===== src/rtl/uart_param.sv =====
// Parameterised UART: independent TX and RX engines sharing one clock.
// RX oversamples a 2-flop synchronised line and samples every bit mid-period.
module uart_param #(
  parameter int DATA_BITS    = 8,
  parameter int CLKS_PER_BIT = 16,
  parameter int PARITY_EN    = 1,
  parameter int PARITY_ODD   = 0,
  parameter int STOP_BITS    = 1
) (
  input  logic                 clk,
  input  logic                 rst,
  input  logic [DATA_BITS-1:0] tx_data,
  input  logic                 tx_valid,
  output logic                 tx_ready,
  output logic                 tx,
  input  logic                 rx,
  output logic [DATA_BITS-1:0] rx_data,
  output logic                 rx_valid,
  output logic                 rx_parity_err,
  output logic                 rx_frame_err
);

  localparam int CNT_W = $clog2(CLKS_PER_BIT) + 1;
  localparam logic [CNT_W-1:0] CNT_ONE   = CNT_W'(1);
  localparam logic [CNT_W-1:0] BIT_LAST  = CNT_W'(CLKS_PER_BIT - 1);
  localparam logic [CNT_W-1:0] HALF_LAST = CNT_W'(CLKS_PER_BIT / 2 - 1);
  localparam logic [3:0]       DATA_LAST = 4'(DATA_BITS - 1);
  localparam logic [3:0]       STOP_LAST = 4'(STOP_BITS - 1);

  function automatic logic parity_of(input logic [DATA_BITS-1:0] d);
    return (^d) ^ (PARITY_ODD != 0);
  endfunction

  typedef enum logic [2:0] {
    TX_IDLE = 3'd0, TX_START = 3'd1, TX_DATA = 3'd2, TX_PARITY = 3'd3, TX_STOP = 3'd4
  } tx_state_t;

  typedef enum logic [2:0] {
    RX_IDLE = 3'd0, RX_START = 3'd1, RX_DATA = 3'd2, RX_PARITY = 3'd3,
    RX_STOP = 3'd4, RX_WAIT_IDLE = 3'd5
  } rx_state_t;

  tx_state_t              tx_state_r, tx_state_s;
  logic [CNT_W-1:0]       tx_cnt_r, tx_cnt_s;
  logic [3:0]             tx_idx_r, tx_idx_s;
  logic [DATA_BITS-1:0]   tx_shift_r, tx_shift_s;
  logic                   tx_par_r, tx_par_s;
  logic                   tx_r, tx_line_s, tx_ready_r;
  logic                   tx_bit_end_s;

  assign tx_bit_end_s = (tx_cnt_r == BIT_LAST);
  assign tx           = tx_r;
  assign tx_ready     = tx_ready_r;

  always_ff @(posedge clk) begin
    if (rst) begin
      tx_state_r <= TX_IDLE;
      tx_cnt_r   <= '0;
      tx_idx_r   <= 4'd0;
      tx_shift_r <= '0;
      tx_par_r   <= 1'b0;
      tx_r       <= 1'b1;
      tx_ready_r <= 1'b0;
    end else begin
      tx_state_r <= tx_state_s;
      tx_cnt_r   <= tx_cnt_s;
      tx_idx_r   <= tx_idx_s;
      tx_shift_r <= tx_shift_s;
      tx_par_r   <= tx_par_s;
      tx_r       <= tx_line_s;
      tx_ready_r <= (tx_state_s == TX_IDLE);
    end
  end

  always_comb begin
    tx_state_s = tx_state_r;
    tx_cnt_s   = tx_cnt_r + CNT_ONE;
    tx_idx_s   = tx_idx_r;
    tx_shift_s = tx_shift_r;
    tx_par_s   = tx_par_r;
    case (tx_state_r)
      TX_IDLE: begin
        tx_cnt_s = '0;
        tx_idx_s = 4'd0;
        if (tx_valid && tx_ready_r) begin
          tx_state_s = TX_START;
          tx_shift_s = tx_data;
          tx_par_s   = parity_of(tx_data);
        end else begin
          tx_state_s = TX_IDLE;
        end
      end
      TX_START: begin
        if (tx_bit_end_s) begin
          tx_state_s = TX_DATA;
          tx_cnt_s   = '0;
        end else begin
          tx_state_s = TX_START;
        end
      end
      TX_DATA: begin
        if (tx_bit_end_s) begin
          tx_cnt_s   = '0;
          tx_shift_s = {1'b0, tx_shift_r[DATA_BITS-1:1]};
          if (tx_idx_r == DATA_LAST) begin
            tx_idx_s   = 4'd0;
            tx_state_s = (PARITY_EN != 0) ? TX_PARITY : TX_STOP;
          end else begin
            tx_idx_s = tx_idx_r + 4'd1;
          end
        end else begin
          tx_state_s = TX_DATA;
        end
      end
      TX_PARITY: begin
        if (tx_bit_end_s) begin
          tx_state_s = TX_STOP;
          tx_cnt_s   = '0;
        end else begin
          tx_state_s = TX_PARITY;
        end
      end
      TX_STOP: begin
        if (tx_bit_end_s) begin
          tx_cnt_s = '0;
          if (tx_idx_r == STOP_LAST) begin
            tx_idx_s   = 4'd0;
            tx_state_s = TX_IDLE;
          end else begin
            tx_idx_s = tx_idx_r + 4'd1;
          end
        end else begin
          tx_state_s = TX_STOP;
        end
      end
      default: begin
        tx_state_s = TX_IDLE;
        tx_cnt_s   = '0;
        tx_idx_s   = 4'd0;
      end
    endcase
  end

  // Line level is computed for the state being entered so tx changes on the same edge.
  always_comb begin
    case (tx_state_s)
      TX_IDLE:   tx_line_s = 1'b1;
      TX_START:  tx_line_s = 1'b0;
      TX_DATA:   tx_line_s = tx_shift_s[0];
      TX_PARITY: tx_line_s = tx_par_s;
      TX_STOP:   tx_line_s = 1'b1;
      default:   tx_line_s = 1'b1;
    endcase
  end

  logic                 sync_1_r, sync_2_r, rx_prev_r, rx_s;
  rx_state_t            rx_state_r, rx_state_s;
  logic [CNT_W-1:0]     rx_cnt_r, rx_cnt_s;
  logic [3:0]           rx_idx_r, rx_idx_s;
  logic [DATA_BITS-1:0] rx_shift_r, rx_shift_s;
  logic                 rx_par_bit_r, rx_par_bit_s;
  logic                 rx_ferr_r, rx_ferr_s;
  logic                 rx_strobe_s;
  logic [DATA_BITS-1:0] rx_data_r;
  logic                 rx_valid_r, rx_perr_out_r, rx_ferr_out_r;
  logic                 rx_half_s, rx_full_s;

  assign rx_s          = sync_2_r;
  assign rx_half_s     = (rx_cnt_r == HALF_LAST);
  assign rx_full_s     = (rx_cnt_r == BIT_LAST);
  assign rx_data       = rx_data_r;
  assign rx_valid      = rx_valid_r;
  assign rx_parity_err = rx_perr_out_r;
  assign rx_frame_err  = rx_ferr_out_r;

  always_ff @(posedge clk) begin
    if (rst) begin
      sync_1_r      <= 1'b1;
      sync_2_r      <= 1'b1;
      rx_prev_r     <= 1'b1;
      rx_state_r    <= RX_IDLE;
      rx_cnt_r      <= '0;
      rx_idx_r      <= 4'd0;
      rx_shift_r    <= '0;
      rx_par_bit_r  <= 1'b0;
      rx_ferr_r     <= 1'b0;
      rx_data_r     <= '0;
      rx_valid_r    <= 1'b0;
      rx_perr_out_r <= 1'b0;
      rx_ferr_out_r <= 1'b0;
    end else begin
      sync_1_r     <= rx;
      sync_2_r     <= sync_1_r;
      rx_prev_r    <= rx_s;
      rx_state_r   <= rx_state_s;
      rx_cnt_r     <= rx_cnt_s;
      rx_idx_r     <= rx_idx_s;
      rx_shift_r   <= rx_shift_s;
      rx_par_bit_r <= rx_par_bit_s;
      rx_ferr_r    <= rx_ferr_s;
      rx_valid_r   <= rx_strobe_s;
      if (rx_strobe_s) begin
        rx_data_r     <= rx_shift_r;
        rx_perr_out_r <= (PARITY_EN != 0) && (rx_par_bit_r != parity_of(rx_shift_r));
        rx_ferr_out_r <= rx_ferr_s;
      end
    end
  end

  always_comb begin
    rx_state_s = rx_state_r;
    rx_cnt_s   = rx_cnt_r + CNT_ONE;
    rx_idx_s   = rx_idx_r;
    case (rx_state_r)
      RX_IDLE: begin
        rx_cnt_s = '0;
        rx_idx_s = 4'd0;
        if (rx_prev_r && !rx_s) begin
          rx_state_s = RX_START;
        end else begin
          rx_state_s = RX_IDLE;
        end
      end
      RX_START: begin
        if (rx_half_s) begin
          rx_cnt_s   = '0;
          rx_state_s = rx_s ? RX_IDLE : RX_DATA;
        end else begin
          rx_state_s = RX_START;
        end
      end
      RX_DATA: begin
        if (rx_full_s) begin
          rx_cnt_s = '0;
          if (rx_idx_r == DATA_LAST) begin
            rx_idx_s   = 4'd0;
            rx_state_s = (PARITY_EN != 0) ? RX_PARITY : RX_STOP;
          end else begin
            rx_idx_s = rx_idx_r + 4'd1;
          end
        end else begin
          rx_state_s = RX_DATA;
        end
      end
      RX_PARITY: begin
        if (rx_full_s) begin
          rx_cnt_s   = '0;
          rx_state_s = RX_STOP;
        end else begin
          rx_state_s = RX_PARITY;
        end
      end
      RX_STOP: begin
        if (rx_full_s) begin
          rx_cnt_s = '0;
          if (rx_idx_r == STOP_LAST) begin
            rx_idx_s   = 4'd0;
            rx_state_s = (rx_ferr_r || !rx_s) ? RX_WAIT_IDLE : RX_IDLE;
          end else begin
            rx_idx_s = rx_idx_r + 4'd1;
          end
        end else begin
          rx_state_s = RX_STOP;
        end
      end
      // A low line after a framing error is a break: hold off until it recovers.
      RX_WAIT_IDLE: begin
        rx_cnt_s = '0;
        if (rx_s) begin
          rx_state_s = RX_IDLE;
        end else begin
          rx_state_s = RX_WAIT_IDLE;
        end
      end
      default: begin
        rx_state_s = RX_IDLE;
        rx_cnt_s   = '0;
        rx_idx_s   = 4'd0;
      end
    endcase
  end

  always_comb begin
    rx_shift_s   = rx_shift_r;
    rx_par_bit_s = rx_par_bit_r;
    rx_ferr_s    = rx_ferr_r;
    rx_strobe_s  = 1'b0;
    case (rx_state_r)
      RX_IDLE: rx_ferr_s = 1'b0;
      RX_DATA: begin
        if (rx_full_s) begin
          rx_shift_s = {rx_s, rx_shift_r[DATA_BITS-1:1]};
        end else begin
          rx_shift_s = rx_shift_r;
        end
      end
      RX_PARITY: begin
        if (rx_full_s) begin
          rx_par_bit_s = rx_s;
        end else begin
          rx_par_bit_s = rx_par_bit_r;
        end
      end
      RX_STOP: begin
        if (rx_full_s) begin
          rx_ferr_s   = rx_ferr_r | !rx_s;
          rx_strobe_s = (rx_idx_r == STOP_LAST);
        end else begin
          rx_ferr_s = rx_ferr_r;
        end
      end
      default: rx_strobe_s = 1'b0;
    endcase
  end

endmodule


===== config.mk =====
export PLATFORM = sky130hd
export DESIGN_NAME = uart_param
export DESIGN_NICKNAME = d
export VERILOG_FILES = /design/src/rtl/uart_param.sv
export SDC_FILE = /design/constraint.sdc
export NUM_CORES = 1
export LEC_CHECK = 0
export BUFFER_PORTS_ARGS = -buffer_cell sky130_fd_sc_hd__buf_2
export CORE_UTILIZATION = 40
export CTS_CLUSTER_DIAMETER = 40
export DETAILED_ROUTE_END_ITERATION = 12
export GPL_TIMING_DRIVEN = 0
export PLACE_DENSITY = 0.57
export SYNTH_ARGS = -nofsm -noshare
export SYNTH_HDL_FRONTEND = slang
export SYNTH_SLANG_ARGS = --single-unit

===== constraint.sdc =====
create_clock -name clk -period 1.95 [get_ports clk]
set_input_delay 0.0975 -clock clk [delete_from_list [all_inputs] [get_ports clk]]
set_output_delay 0.0975 -clock clk [all_outputs]
set_load 0.02 [all_outputs]

==> impl_results.md, run 1 <==
- Status: finished clean
- Vias in the first global route: 2274
- Synth unique cells: 54
- Final setup fails: 0
- Worst slew pin tran: 0.581 ns
- Crit path launch type: register
- Starting DRT DRC Count: 62
- Number of flops mapped to enable cells by yosys: 0
- Hold path cells: 3
- Commonest cells in the netlist: dfxtp_1 (59), nand2_1 (50), nor2_1 (40)
- Row count: 30
- Crit Path Max Fanout: 4
- Critical path's slowest cell: dfxtp_2
- Die area: 7540 um2
- Die width: 86.8 um
- CP arrival: 2.09 ns
- Number of CTS-inserted buffers: 9
- Utilization after layout: 51.9%
- Clock buffer depth: 2
- Reg2reg end: tx
- Worst rel slew slack: 61.3%
- Initial antenna violation count: 0
- Maxcap violations: 0
- Worst R2R Path Depth: 8
- Post-synth top area cell: dfxtp_1
- CTS tree: yes
- Fmax: 532 MHz
- Final-stage net count: 412
- Vias per inst: 5.07
- Gate Count Post-Synth: 345
- RSZ-0062 raised after global routing: yes
- Crit-path most repeated cell: ha_4
- Max H-tree Level: 3
- Gr usage total: 18.7%
- Hold Crit Class: in -> reg
- Clk_skew: 0.0121 ns
- Synthesized net count: 367
- Hold_sp: tx_data[7]
- CP cell instances: ha_4 > and3_4 > ha_4 > and4bb_2 > and2_4 > a221o_1 > o21ai_1 > o311ai_1
- PortBufs: 23
- Crit. End Element: register
- Initial Util: 41.9%
- Routed length per instance: 12.9 um
- I/O pin cnt: 25
- Storage element area: 1190 um2
- CP required: 2.16 ns
- First-pass iteration count of the detailed router: 4
- Share of cells above drive strength 1: 21.3%
- Ys Warns: 0
- Reg2reg setup slack: 0.07 ns
- Number of hold violations in the final report: 0
- Slowest stage delay, CP: 0.34 ns
- Clock slew at reported path FFs: 0.06 ns
- DRT antenna net count: 0
- Top post-synthesis cells by area: dfxtp_1 (41%), nand2_1 (6.5%), a21oi_1 (5.4%)
- Die Y: 86.8 um
- Ys async rst share: 0%
- Sink Count: 59
- Post-synth top flop: dfxtp_1
- Via count: 2488
- Pwr/cell area: 817 nW/um2
- Leakage power: 1.35 nW
- CTS root buffer: clkbuf_8
- Hold Worst Slack: 0.0302 ns
- Reg2reg start: tx_cnt_r[0]
- Ant diodes: 0
- Top-count cell post-synth: dfxtp_1
- First-pass GRT wire length: 10600 um
- Gpl congestion: 0.797
- Skew-Pair Late Insertion Delay: 0.35 ns
- Multi-input gate area: 1630 um2
- Fill cell count: 670
- Setup TNS: 0 ns
- Largest net degree at the start of global routing: 12
- Area Growth Syn to Fin: 23.9%
- Pins Over Slew Limit: 0
- Maximum VDD drop: 483 uV
- Final min period: 1.88 ns
- Sequential cell area fraction in the yosys report: 41.0%
- Seq cells post-synth: 59
- Mean post-synth cell area: 8.34 um2
- GR Overflow Total: 0
- Hold EP: tx_shift_r[7]
- Share of the synthesized area in the top cell type: 41.0%
- Period utilisation layout: 96.4%
- Core area: 6870 um2
- Residual DRC: 0
- Final WL: 6340 um
- Mapped Area: 2880 um2
- DP HPWL: 4500 um
- WS Path Type: reg -> reg
==> per-stage QoR <==
stage	cell area [um2]	total power, W	setup WS [ns]	instances
floorplan	2880	0.00138	0.00413	345
global placement	3110	0.00143	-0.281	464
detailed placement	3110	0.00143	-0.324	464
CTS	3460	0.00294	-0.0255	485
global route	3570	0.00302	-0.0141	491
finish	3570	0.00292	0.0703	491
==> power breakdown <==
| group | total, W | switching [W] | internal (W) |
|---|---|---|---|
| Combinational | 0.000174 | 0.0000985 | 0.0000754 |
| Sequential | 0.00124 | 0.0000153 | 0.00123 |
| Clock | 0.00150 | 0.000522 | 0.000975 |
| Total | 0.00292 | 0.000636 | 0.00228 |
==> kinds of logic (layout without fill, tap and decap cells) <==
group           Yosys count  count (layout)  share of synthesized area (%)
fa+ha+maj                10              10                           4.35
mux                       8               8                           2.78
buf+inv                  31              81                           5.17
compound gates           75              75                           16.1
flops                    59              59                           41.0
xor+xnor                 18              18                           5.95
simple gates            144             144                           24.6
==> final cells by class <==
cell class	instances	share of cell area, %
buffer	16	2.91
clock buffer	9	3.47
timing repair buffer	34	5.68
tap	96	3.37
inverter	15	1.58
sequential	59	33.3
multi-input combinational	255	45.8
clock inverter	7	3.93
==> critical path: cells and delay by family (launching register included) <==
kind	cells	cell delay, ns
AO/OA/AOI/OAI	3	0.53
adder cells (fa/ha/maj)	2	0.32
flip-flops	1	0.34
AND/OR/NAND/NOR	3	0.57
==> placed cells by master, fill, tap and decap left out, types with 3 or more instances in the layout <==
cell       count
dfxtp_1       55
nand2_1       49
nor2_1        40
a21oi_1       30
buf_2         25
inv_1         15
xnor2_1       14
nand3_1       12
o21ai_0       12
clkbuf_8      10
buf_4         10
clkbuf_1       8
nor3_1         8
mux2i_1        8
a211oi_1       6
ha_1           6
nor2b_1        4
a31oi_1        4
bufinv_16      4
dfxtp_2        4
nand3b_1       3
and3_1         3
or2_2          3
xor2_1         3
ha_4           3
==> how the worst max path moves through the flow <==
stage,from,end,slack (ns),cells after the start
global placement,rx_cnt_r[0],rx_idx_r[2],-0.28,10
floorplan,rx_cnt_r[0],rx_idx_r[2],0.004,10
detailed placement,rx_cnt_r[0],rx_idx_r[2],-0.32,10
finish,tx_cnt_r[0],tx,0.07,8
CTS,rx_cnt_r[0],rx_idx_r[2],-0.03,10
global route,tx_cnt_r[0],tx,-0.01,8
==> sequential cells by signal, indices dropped and copies added (netlist names), 3 cells and up <==
register and count:
rx_cnt_r 5, rx_data 8, rx_idx_r 4, rx_shift_r 8
rx_state_r 3, tx_cnt_r 5, tx_idx_r 4, tx_shift_r 8
tx_state_r 3
==> repair_timing <==
action | 4_1_cts | 5_1_grt
hold buffers | 2 | 0
pin swaps | 2 | 7
gates resized for setup | 13 | 15
endpoints found under the setup margin | 27 | 23
buffers inserted | 3 | 6
endpoints found under the hold margin | 2 | 0
==> metal layers <==
layer	share of wire [%]	routed length, um	track usage, %	vias to the layer above
li1	-	-	-	1275
met1	48	3030	22.5	1160
met2	47	2990	31.1	39
met3	3.1	195	5.14	14
met4	1.8	113	8.18	0
met5	0	0	0	-
Note: power is estimated with default switching activity, not from simulation.
==> inputs of run 2 (changes only) <==
--- a/config.mk
+++ b/config.mk
@@ -10,7 +10,7 @@
 export CTS_CLUSTER_DIAMETER = 40
 export DETAILED_ROUTE_END_ITERATION = 12
 export GPL_TIMING_DRIVEN = 0
-export PLACE_DENSITY = 0.57
+export PLACE_DENSITY = 0.55
 export SYNTH_ARGS = -nofsm -noshare
 export SYNTH_HDL_FRONTEND = slang
 export SYNTH_SLANG_ARGS = --single-unit
==> constraint.sdc (replaced) <==
create_clock -name clk -period 2.27 [get_ports clk]
set_input_delay 0.1135 -clock clk [delete_from_list [all_inputs] [get_ports clk]]
set_output_delay 0.1135 -clock clk [all_outputs]
set_load 0.02 [all_outputs]
==> run 2 against run 1 <==
Net effect:
- routed wire length down 3.3%
- non-clock buffer count down 8
- flip-flop and latch count unchanged
- global-route usage down 0.82 points
- clock power down 37%
- fmax down 10%
- final cell count down 1.6%
- hold slack worse by 0.024 ns
- largest cell class unchanged
- highest routed layer unchanged
==> impl_results.md, run 2 (synthesis gave the netlist of run 1 again) <==
- Status: finished clean
- Utilization after layout: 48.9%
- Clk_skew: 0.00919 ns
- Gr usage total: 17.8%
- DP HPWL: 4310 um
- Skew-Pair Late Insertion Delay: 0.34 ns
- Critical path's slowest cell: dfxtp_1
- Die width: 86.8 um
- Crit-path most repeated cell: ha_1
- Core area: 6870 um2
- Final WL: 6130 um
- Gpl congestion: 0.794
- Design area: 3360 um2
- Number of hold violations in the final report: 0
- PortBufs: 23
- Initial Util: 41.9%
- Hold EP: rx_cnt_r[1]
- Clock slew at reported path FFs: 0.07 ns
- Clock buffer depth: 2
- Vias per inst: 5.00
- Busiest grt layer: met2
- Final min period: 2.09 ns
- I/O pin cnt: 25
- Initial antenna violation count: 0
- RSZ-0062 raised after global routing: no
- Worst rel slew slack: 61.0%
- Die area: 7540 um2
- Share of cells above drive strength 1: 16.0%
- Hold Crit Class: in -> reg
- Crit Path Max Fanout: 7
- Residual DRC: 0
- DRT antenna net count: 0
- Worst R2R Path Depth: 8
- PnR Total Power: 0.00215 W
- Die Y: 86.8 um
- Final-stage net count: 404
- Final setup fails: 0
- Worst slew pin tran: 0.584 ns
- M1 GR Usage: 23.3%
- CTS tree: yes
- Ant diodes: 0
- CP cell instances: ha_1 > and3_1 > ha_1 > and4bb_2 > and2_1 > a221o_1 > o21ai_1 > o311ai_1
- Non-filler cells, final: 483
- Vias in the first global route: 2211
- WS Path Type: reg -> reg
- Number of CTS-inserted buffers: 9
- GR Util met2: 28.1%
- Sink Count: 59
- Max H-tree Level: 3
- Largest net degree at the start of global routing: 12
- Starting DRT DRC Count: 118
- Reg2reg setup slack: 0.18 ns
- Cell Area, Placed: 3110 um2
- GR Overflow Total: 0
- Fill cell count: 697
- Maximum VDD drop: 554 uV
- CP required: 2.47 ns
- First-pass GRT wire length: 10400 um
- Row count: 30
- Pins Over Slew Limit: 0
- Area Growth Syn to Fin: 16.6%
- Hold path cells: 2
- Slowest stage delay, CP: 0.33 ns
- Period utilisation layout: 92.2%
- Crit path launch type: register
- CP arrival: 2.29 ns
- Met3 usage: 4.00%
- Leakage power: 1.27 nW
- Reg2reg start: tx_cnt_r[0]
- Cell count along the critical path: 8
- Inst Count DP: 464
- Most frequent cells in the layout: dfxtp_1 (59), nand2_1 (50), nor2_1 (40), a21oi_1 (31), buf_2 (25)
- Fmax: 478 MHz
- Maxcap violations: 0
- Routed length per instance: 12.7 um
- Pwr/cell area: 640 nW/um2
- CTS root buffer: clkbuf_8
- Reg2reg end: tx
- Commonest non-fill, non-tap cell in the layout: dfxtp_1
- Hold_sp: rst
- Via count: 2414
- Hold Worst Slack: 0.00608 ns
- Delay-heaviest family, CP: simple AND/OR/NAND/NOR gates
- Crit. End Element: register
- First-pass iteration count of the detailed router: 4
- CP Buf/Inv Count: 0
==> run 2: cell count changes in the layout (fill, tap and decap cells not counted), sizes merged <==
cell and change:
buf -8, bufinv -3, clkinv +3, clkbuf +1, dlygate4sd3 -1
==> run 2: final cells by class <==
| cell class | instances | area [um2] | area share, % |
|---|---|---|---|
| Clock inverter | 7 | 68.8 | 2.05 |
| Inverter | 15 | 56.3 | 1.68 |
| Sequential cell | 59 | 1180 | 35.2 |
| Clock buffer | 9 | 124 | 3.69 |
| Timing Repair Buffer | 26 | 153 | 4.55 |
| Tap cell | 96 | 120 | 3.58 |
| Buffer | 16 | 95.1 | 2.83 |
| Multi-Input combinational cell | 255 | 1560 | 46.4 |
==> run 2: power by group <==
group / internal, W / switching, W
clock network: 0.000502 / 0.000438
registers: 0.00106 / 0.0000107
logic: 0.0000601 / 0.0000832
==> run 2: how the worst max path moves through the flow <==
stage	end	slack (ns)	start
3_3_place_gp	rx_idx_r[2]	0.04	rx_cnt_r[0]
6_report	tx	0.18	tx_cnt_r[0]
3_5_place_dp	rx_idx_r[2]	-0.01	rx_cnt_r[0]
5_1_grt	tx_idx_r[2]	0.002	tx_cnt_r[0]
2_1_floorplan	rx_idx_r[2]	0.32	rx_cnt_r[0]
4_1_cts	rx_shift_r[7]	0.04	rx_cnt_r[0]
==> run 2: layer usage <==
metal | vias up | share of wire (%) | wire, um
met1 | 1102 | 50 | 3040
met4 | 0 | 1.8 | 110
met5 | - | 0 | 0
met2 | 38 | 45 | 2780
met3 | 11 | 3.2 | 199
li1 | 1263 | - | -
==> run 2: stage by stage <==
step | TNS [ns] | setup slack (ns)
2_1_floorplan | 0 | 0.324
3_3_place_gp | 0 | 0.0360
3_5_place_dp | -0.0111 | -0.0111
4_1_cts | 0 | 0.0360
5_1_grt | 0 | 0.00167
6_report | 0 | 0.176
==> run 2: what timing repair did <==
item,4_1_cts,5_1_grt
pin swaps,0,2
setup endpoints to repair,1,21
hold endpoints to repair,1,0
setup buffers,0,2
hold buffers,1,0
resized for setup,1,6
cloned,0,0
==> run 2: worst reg2reg max path: cells and delay by family (launching register included) <==
family | cells | cell delay [ns]
AO/OA/AOI/OAI | 3 | 0.50
adder cells (fa/ha/maj) | 2 | 0.49
flip-flops | 1 | 0.33
AND/OR/NAND/NOR | 3 | 0.64
==> inputs of run 3 (changes only) <==
--- a/config.mk
+++ b/config.mk
@@ -5,6 +5,7 @@
 export SDC_FILE = /design/constraint.sdc
 export NUM_CORES = 1
 export LEC_CHECK = 0
+export ABC_AREA = 1
 export BUFFER_PORTS_ARGS = -buffer_cell sky130_fd_sc_hd__buf_2
 export CORE_UTILIZATION = 40
 export CTS_CLUSTER_DIAMETER = 40
==> run 3 against run 2 <==
Net effect:
- synthesized area up 1.7%
- non-clock buffer count decreased by 10
- power down 4.9%
- routed wire length rose by 1.7%
- utilization fell by 0.65 points
- die area up 1.7%
- critical path depth is 1 higher
- sequential share of layout area rose by 0.092 points
- sequential power is essentially flat
- hold slack improved by 0.073 ns
- fmax rose by 6.6%
- clock-buffer cell count is 2 higher
- largest power group unchanged
==> impl_results.md, run 3 <==
- Number of hold violations in the final report: 0
- Cell Area, Placed: 3160 um2
- PortBufs: 23
- Post-synth top area cell: dfxtp_1
- Initial antenna violation count: 0
- Top post-synthesis cells by area: dfxtp_1 (40%), nand2_1 (16%), inv_1 (7.0%)
- Multi-input gate area: 1500 um2
- Worst R2R Path Depth: 9
- Inst Count DP: 554
- Hold Crit Class: in -> reg
- Pwr/cell area: 610 nW/um2
- Maxcap violations: 0
- Crit path capture: rx_parity_err
- Residual DRC: 0
- Max H-tree Level: 3
- DP HPWL: 4610 um
- Skew-Pair Late Insertion Delay: 0.34 ns
- Setup Fix Bufs, Post-CTS: 0
- Ys Warns: 0
- Sink Count: 59
- Top-count cell post-synth: nand2_1
- Share of the synthesized area in the top cell type: 40.3%
- Leakage power: 1.54 nW
- Setup TNS: 0 ns
- Design area: 3350 um2
- Final-stage net count: 492
- Period utilisation layout: 86.5%
- Worst slew pin tran: 0.607 ns
- Final WL: 6230 um
- Crit path launch type: register
- Gate Count Post-Synth: 435
- Crit. End Element: register
- Sequential cell area fraction in the yosys report: 40.3%
- Clock buffer depth: 2
- Crit Path Max Fanout: 10
- Number of flops mapped to enable cells by yosys: 0
- Final min period: 1.96 ns
- Post-synth top flop: dfxtp_1
- WS Path Type: reg -> reg
- CP arrival: 2.25 ns
- Ant diodes: 0
- Mean post-synth cell area: 6.73 um2
- Fill cell count: 721
- Initial Util: 42.2%
- Commonest cells in the netlist: nand2_1 (122), dfxtp_1 (59), inv_1 (55)
- I/O pin cnt: 25
- Die width: 87.6 um
- Non-filler cells, final: 569
- Clock slew at reported path FFs: 0.06 ns
- Gr usage total: 17.6%
- Starting DRT DRC Count: 109
- Pre-CTS WS: 0.265 ns
- Share of cells above drive strength 1: 12.3%
- Final setup fails: 0
- Pins Over Slew Limit: 0
- Fmax: 509 MHz
- RSZ-0062 raised after global routing: no
- CTS tree: yes
- Synth unique cells: 32
- Via count: 2733
- CP Launch Point: rx_cnt_r[0]
- Routed length per instance: 11.0 um
- Reg2reg setup slack: 0.31 ns
- Vias per inst: 4.80
- Die area: 7670 um2
- Largest net degree at the start of global routing: 11
- Maximum VDD drop: 380 uV
- Vias in the first global route: 2355
- Reg2reg start: rx_cnt_r[0]
- Storage element area: 1180 um2
- Area Growth Syn to Fin: 14.3%
- Reg2reg end: rx_parity_err
- CTS root buffer: clkbuf_8
- Number of CTS-inserted buffers: 9
- Mapped Area: 2930 um2
- Most frequent cells in the layout: nand2_1 (122), dfxtp_1 (59), inv_1 (55), nor2_1 (49), a21oi_1 (31)
- Gpl congestion: 0.904
- Worst rel slew slack: 59.5%
- Ys async rst share: 0%
- Status: finished clean
- GR Overflow Total: 0
- Synthesized net count: 457
- First-pass iteration count of the detailed router: 5
- Core area: 6940 um2
- Clk_skew: 0.00769 ns
- Seq cells post-synth: 59
- CP required: 2.55 ns
- First-pass GRT wire length: 10300 um
- Hold Worst Slack: 0.0794 ns
- Row count: 30
- Setup ws final: 0.305 ns
- Die Y: 87.6 um
- Commonest non-fill, non-tap cell in the layout: nand2_1
- DRT antenna net count: 0
==> run 3: report_power, final <==
part           internal (W)  switching (W)
logic             0.0000520       0.000100
clock network      0.000437       0.000389
registers           0.00106      0.0000105
total               0.00154       0.000500
==> run 3: cells by family after synthesis <==
group	count (synthesis)	share of synthesized area [%]
adders and majority gates	10	4.27
AOI/OAI and AO/OA	75	13.6
DFF	59	40.3
buffers and inverters	67	8.71
xor gates and xnor gates	4	1.20
and+or+nand+nor	220	31.9
==> run 3: stage by stage <==
stage | total power (W) | utilization, %
after floorplan | 0.00119 | -
after global placement | 0.00124 | 45.6
after detailed placement | 0.00124 | 45.6
after CTS | 0.00207 | 48.1
after global routing | 0.00214 | 48.2
final | 0.00204 | 48.2
==> run 3: how the worst min path moves through the flow <==
| stage | slack [ns] | start | end | cells after the start |
|---|---|---|---|---|
| 3_5_place_dp | 0.30 | rx | sync_1_r | 2 |
| 6_report | 0.08 | tx_data[1] | tx_shift_r[1] | 3 |
| 3_3_place_gp | 0.30 | rx | sync_1_r | 2 |
| 5_1_grt | 0.07 | tx_data[1] | tx_shift_r[1] | 3 |
| 2_1_floorplan | 0.22 | rx | sync_1_r | 1 |
| 4_1_cts | 0.07 | tx_data[7] | tx_shift_r[7] | 3 |
==> run 3: layout make-up <==
cell class                      count  share of cell area [%]
Inverter                           59                    6.61
Tap cell                           96                    3.59
Timing Repair Buffer               24                    3.74
Buffer                              8                    1.08
Multi-Input combinational cell    309                    44.7
Sequential cell                    59                    35.3
Clock inverter                      3                   0.448
Clock buffer                       11                    4.52
==> run 3: timing repair <==
item                                   4_1_cts  5_1_grt
setup endpoints to repair                    0        3
gates resized for setup                      0        2
hold buffers                                 1        0
endpoints found under the hold margin        1        0
==> run 3: critical path: stages, from the launching register on <==
cell	delay, ns
dfxtp_1	0.35
ha_1	0.17
nand2_1	0.07
nor2_1	0.14
ha_1	0.27
inv_1	0.19
nor3_2	0.22
buf_2	0.26
o21ai_0	0.11
nor2_1	0.12
==> run 3: layer usage <==
layer | wire [um] | vias to the layer above | GRT usage, %
li1 | - | 1454 | -
met1 | 3230 | 1210 | 23.7
met2 | 2620 | 59 | 26.6
met3 | 278 | 10 | 4.81
met4 | 98 | 0 | 7.15
met5 | 0 | - | 0
